`src/rtl/div_unit.sv`:
```
// Iterative integer divider for div/divu/rem/remu: one restoring-divide quotient bit per clock.
// Divide-by-zero and signed overflow complete without iterating. Flush and reset abandon the operation.
module div_unit #(
  parameter int DATA_WIDTH     = 32,
  parameter int REG_ADDR_WIDTH = 5
) (
  input  logic                      clk,
  input  logic                      rst,
  input  logic                      in_valid,
  output logic                      in_ready,
  input  logic [1:0]                op,
  input  logic [DATA_WIDTH-1:0]     src1,
  input  logic [DATA_WIDTH-1:0]     src2,
  input  logic [REG_ADDR_WIDTH-1:0] rd,
  input  logic                      flush,
  output logic [DATA_WIDTH-1:0]     gpr_w,
  output logic [REG_ADDR_WIDTH-1:0] gpr_w_addr,
  output logic                      gpr_w_en,
  output logic                      busy
);

  localparam int CNT_W = (DATA_WIDTH > 1) ? $clog2(DATA_WIDTH) : 1;
  localparam logic [CNT_W-1:0]      LAST_CNT = CNT_W'(DATA_WIDTH - 1);
  localparam logic [CNT_W-1:0]      CNT_ONE  = CNT_W'(1);
  localparam logic [DATA_WIDTH-1:0] ONE      = {{(DATA_WIDTH-1){1'b0}}, 1'b1};
  localparam logic [DATA_WIDTH-1:0] MOST_NEG = {1'b1, {(DATA_WIDTH-1){1'b0}}};

  typedef enum logic [1:0] {
    IDLE = 2'd0,
    CALC = 2'd1,
    DONE = 2'd2
  } state_t;

  state_t                    r_state;
  logic [CNT_W-1:0]          r_cnt;
  logic [DATA_WIDTH-1:0]     r_quot;
  logic [DATA_WIDTH-1:0]     r_rem;
  logic [DATA_WIDTH-1:0]     r_divisor;
  logic                      r_sel_rem;
  logic [REG_ADDR_WIDTH-1:0] r_rd;
  logic                      r_neg_q;
  logic                      r_neg_r;

  logic                      w_accept;
  logic                      w_signed;
  logic                      w_a_neg;
  logic                      w_b_neg;
  logic                      w_div_zero;
  logic                      w_overflow;
  logic [DATA_WIDTH-1:0]     w_a_mag;
  logic [DATA_WIDTH-1:0]     w_b_mag;
  logic [DATA_WIDTH:0]       w_trial;
  logic [DATA_WIDTH-1:0]     w_shifted;
  logic                      w_qbit;
  logic [DATA_WIDTH-1:0]     w_quot_res;
  logic [DATA_WIDTH-1:0]     w_rem_res;

  function automatic logic [DATA_WIDTH-1:0] cond_neg(input logic [DATA_WIDTH-1:0] v,
                                                     input logic neg);
    return neg ? (~v + ONE) : v;
  endfunction

  assign w_accept   = in_valid && in_ready && !flush;
  assign w_signed   = !op[0];
  assign w_a_neg    = w_signed && src1[DATA_WIDTH-1];
  assign w_b_neg    = w_signed && src2[DATA_WIDTH-1];
  assign w_a_mag    = cond_neg(src1, w_a_neg);
  assign w_b_mag    = cond_neg(src2, w_b_neg);
  assign w_div_zero = (src2 == '0);
  assign w_overflow = w_signed && (src1 == MOST_NEG) && (src2 == '1);

  // r_quot doubles as the dividend shift register; quotient bits enter at the LSB.
  assign w_shifted = {r_rem[DATA_WIDTH-2:0], r_quot[DATA_WIDTH-1]};
  assign w_trial   = {r_rem, r_quot[DATA_WIDTH-1]} - {1'b0, r_divisor};
  assign w_qbit    = !w_trial[DATA_WIDTH];

  always_ff @(posedge clk or posedge rst) begin
    if (rst) begin
      r_state   <= IDLE;
      r_cnt     <= '0;
      r_quot    <= '0;
      r_rem     <= '0;
      r_divisor <= '0;
      r_sel_rem <= 1'b0;
      r_rd      <= '0;
      r_neg_q   <= 1'b0;
      r_neg_r   <= 1'b0;
    end else if (flush) begin
      r_state <= IDLE;
    end else begin
      case (r_state)
        IDLE: begin
          if (w_accept) begin
            r_sel_rem <= op[1];
            r_rd      <= rd;
            r_cnt     <= LAST_CNT;
            if (w_div_zero) begin
              r_quot  <= '1;
              r_rem   <= src1;
              r_neg_q <= 1'b0;
              r_neg_r <= 1'b0;
              r_state <= DONE;
            end else if (w_overflow) begin
              r_quot  <= src1;
              r_rem   <= '0;
              r_neg_q <= 1'b0;
              r_neg_r <= 1'b0;
              r_state <= DONE;
            end else begin
              r_quot    <= w_a_mag;
              r_rem     <= '0;
              r_divisor <= w_b_mag;
              r_neg_q   <= w_a_neg ^ w_b_neg;
              r_neg_r   <= w_a_neg;
              r_state   <= CALC;
            end
          end
        end
        CALC: begin
          r_quot <= {r_quot[DATA_WIDTH-2:0], w_qbit};
          r_rem  <= w_qbit ? w_trial[DATA_WIDTH-1:0] : w_shifted;
          r_cnt  <= r_cnt - CNT_ONE;
          if (r_cnt == '0) begin
            r_state <= DONE;
          end
        end
        DONE:    r_state <= IDLE;
        default: r_state <= IDLE;
      endcase
    end
  end

  // Sign fix-up is applied on the way out; special cases store flags cleared.
  assign w_quot_res = cond_neg(r_quot, r_neg_q);
  assign w_rem_res  = cond_neg(r_rem, r_neg_r);

  assign in_ready   = (r_state == IDLE);
  assign busy       = (r_state != IDLE);
  assign gpr_w_en   = (r_state == DONE) && (r_rd != '0) && !flush;
  assign gpr_w      = (r_state == DONE) ? (r_sel_rem ? w_rem_res : w_quot_res) : '0;
  assign gpr_w_addr = (r_state == DONE) ? r_rd : '0;

endmodule

```
`config.mk`:
```
export PLATFORM = sky130hd
export DESIGN_NAME = div_unit
export DESIGN_NICKNAME = d
export VERILOG_FILES = /design/src/rtl/div_unit.sv
export SDC_FILE = /design/constraint.sdc
export NUM_CORES = 1
export LEC_CHECK = 0
export BUFFER_PORTS_ARGS = -buffer_cell sky130_fd_sc_hd__buf_2
export CORE_UTILIZATION = 56
export CTS_BUF_LIST = sky130_fd_sc_hd__clkbuf_4 sky130_fd_sc_hd__clkbuf_8
export CTS_CLUSTER_DIAMETER = 120
export DETAILED_ROUTE_END_ITERATION = 6
export GPL_TIMING_DRIVEN = 0
export HOLD_SLACK_MARGIN = 0.08
export PLACE_DENSITY = 0.8
export SLEW_MARGIN = 20
export SYNTH_ARGS = -nofsm -noshare
export SYNTH_HDL_FRONTEND = slang
export SYNTH_SLANG_ARGS = --single-unit
```
`constraint.sdc`:
```
create_clock -name clk -period 4 [get_ports clk]
set_clock_uncertainty 0.15 [all_clocks]
set_input_delay 1 -clock clk [delete_from_list [all_inputs] [get_ports clk]]
set_output_delay 1 -clock clk [all_outputs]
set_load 0.03 [all_outputs]
```
==> flow_summary_export.csv <==
group,metric,value,unit
status,status,"finished, violations left",
status,violations,"setup timing",
timing,final.period_utilization,122,%
power,combPwrFrac,49.1,%
synthesis,synth_cell_types,66,
placement,portBuffers,114,
timing,slew_headroom,36.5,%
worst_setup_path,cp-startpoint,"r_rem[9]$_DFFE_PP0P_",
timing,worstMarginPinSlew,952,ps
synthesis,ys_top_cells_by_count,"123 x nand2_1, 116 x o21ai_0, 111 x dfrtp_1",
power,internal-power,2.77,mW
timing,whs,375,ps
drt,antenna_left,0,
placement,place_worst_setup_slack,-769,ps
drt,drtIter0Drc,1110,
final_layout,final_layout_size_suffix_gt1_share,21.0,%
cts,clock_latency,410,ps
power,power_frac_seq,33.6,%
worst_hold_path,min_delay_path_depth,1,
floorplanning,ios,115,
cts,tritoncts,"yes",
timing,rsz0062_at_grt,"true",
placement,gp_congestion,0.992,
timing,layout_min_cycle_time,4870,ps
floorplanning,coreArea,0.0173,sq mm
worst_setup_path,critical_path_arrival,3720,ps
synthesis,synth_fp_nets,1368,
timing,setup_viol,22,
drt,num_vias,10496,
placement,place_area,0.0110,sq mm
floorplanning,design.die.area,0.0182,sq mm
synthesis,synth.ff_latch_count,111,
power,ir_drop,0.249,mV
cts,clk_pin_slew,120,ps
final_layout,nets,1538,
final_layout,final_util,70.5,%
synthesis,syn_area_per_cell,7.89,sq um
cts,ctsLongestPathBuffers,2,
floorplanning,die_w,135,um
worst_hold_path,hold_path.startpoint,"r_cnt[0]$_DFFE_PP0P_",
power,switching_power,2.21,mW
power,powerDensity,409,mW/mm^2
cts,cts.sinks,111,
synthesis,synthCells,1253,
drt,postRouteWirelength,34300,um
final_layout,fin_area,0.0122,sq mm
synthesis,seq_area_frac_synth,28.1,%
synthesis,yosys_warnings,0,
synthesis,synthesis.area,0.00989,sq mm
global_routing,grt_pass1_vias,9601,
synthesis,yosys.cell_count.top_type,"nand2_1",
cts,numCtsBuffers,9,
synthesis,synth_area_leaders,"dfrtp_1 28%, xnor2_1 7.7%, o21ai_0 5.9%, xor2_1 5.1%, ha_1 4.9%",
worst_hold_path,hold_class,"flop to flop",
worst_setup_path,r2r_start,"r_quot[31]$_DFFE_PP0P_",
floorplanning,start_util,57.2,%
synthesis,synth_edf_count,0,
synthesis,synth_area_leader_cell,"dfrtp_1",
power,p_leak,4.96,nW
global_routing,antenna_found_initial,1,
worst_setup_path,end_kind,"output pin",
worst_setup_path,critPathLaunchType,"flop",
floorplanning,chipHeight,135,um
worst_setup_path,cp.required,2850,ps
power,p_clk_share,17.3,%
power,swShare,44.4,%
worst_setup_path,ff2ff_path_depth,12,
final_layout,n_fill_cell,1367,
floorplanning,row_count,48,
worst_setup_path,cp_max_fo,6,
timing,tns,-11820,ps
global_routing,grt_overflow,0,
placement,dp_hpwl,25600,um
global_routing,grt_pass1_wl,50700,um
final_layout,insertedDiodeCount,0,
final_layout,area_growth,23.3,%
flow_run,max_cap_violations,0,
timing,final-hold-violation-count,0,
synthesis,synth_ff_type,"dfrtp_1",
global_routing,grt_start_max_net_pins,35,
drt,wl_per_cell,20.7,um
cts,htreeDepth,3,
timing,layout_setup_ws,-874,ps
drt,dr.pass1.iters,5,
global_routing,track_usage,36.3,%
timing,max_freq,205,MHz
drt,drc,0,
cts,cts_root_buf,"clkbuf_8",
drt,routed_via_density,6.35,
synthesis,synth_top_area_share,28.1,%
worst_setup_path,criticalPathCategory,"flop to output pin",
synthesis,synthArstFlopShare,100,%
timing,slew_viol_final,0,
## per-stage QoR
step,total power [mW],std cells
finish,4.98,1653
floorplan,3.17,1253
CTS,4.74,1630
global route,5.27,1653
detailed placement,3.75,1596
global placement,3.68,1592
## placed cells by master, fill, tap and decap left out, types with 18 or more instances in the layout
cell	count
ha_1	38
a31oi_1	20
buf_2	100
o21ai_0	108
nor3_1	35
o31ai_1	29
a21oi_1	58
xor2_1	49
clkbuf_1	49
o22ai_1	20
nor2_1	98
xnor2_1	84
a22oi_1	22
nand4_1	18
inv_1	54
buf_6	23
o21ai_1	20
buf_4	42
dfrtp_1	99
nand2_1	118
mux2i_1	22
## power by group through the flow
stage,clock network (mW),registers (mW),logic [mW]
after CTS,0.863,1.63,2.25
final,0.862,1.68,2.45
after floorplan,0,1.54,1.63
after detailed placement,0,1.64,2.11
after global routing,0.900,1.70,2.67
after global placement,0,1.63,2.06
## worst max-delay path: stages, from the launching register on
cell and delay (ps):
dfrtp_1 530, or4_1 650, or4_4 550, or4_4 470, or3_4 380, o31ai_4 230, xor2_2 120, a211oi_4 220
buf_6 160
## worst paths after layout
check | to | slack, ps
max in group asynchronous | r_rem[20]$_DFFE_PP0P_ | 2770
min in group asynchronous | r_cnt[1]$_DFFE_PP0P_ | 420
worst max-delay path | gpr_w[30] | -870
worst min-delay path | r_cnt[0]$_DFFE_PP0P_ | 380
worst min register to register | r_cnt[0]$_DFFE_PP0P_ | 380
worst max register to register | r_rem[8]$_DFFE_PP0P_ | 160
## sequential cells by signal (all words and copies together), names as in the netlist
register,count
r_cnt,5
r_divisor,32
r_neg_q,1
r_neg_r,1
r_quot,32
r_rd,5
r_rem,32
r_sel_rem,1
r_state,2
## area by class of cell
cell class / instances / area [sq um] / area share (%)
multi-input cells: 1018 / 7290 / 59.8
flip-flops and latches: 111 / 2790 / 22.9
repair buffers: 159 / 1080 / 8.83
plain buffers: 67 / 282 / 2.31
well taps: 225 / 282 / 2.31
inverters: 57 / 220 / 1.81
clock buffers: 10 / 138 / 1.13
clock inverters: 6 / 115 / 0.944
## per-layer routing
metal	part of all wire [%]	GRT usage (%)	wire length, um
met5	0	0	0
met4	4.6	18.5	1570
met3	8.2	5.44	2810
met2	47	59.6	16100
met1	40	46.4	13800
## kinds of logic (layout without fill, tap and decap cells)
group | Yosys count | in the layout | synth area share [%]
adders and majority gates | 40 | 40 | 5.14
muxes | 29 | 29 | 3.02
and+or+nand+nor | 402 | 402 | 20.1
DFF | 111 | 111 | 28.1
AOI/OAI and AO/OA | 401 | 401 | 25.7
buffers and inverters | 124 | 299 | 4.92
xor gates and xnor gates | 146 | 146 | 13.0
## repair_timing
action | in CTS | in global routing
setup endpoints to repair | 44 | 76
pin swaps | 15 | 27
hold buffers | 0 | 0
gates resized for setup | 96 | 60
buffers inserted | 18 | 24
(Power assumes the default switching activity.)
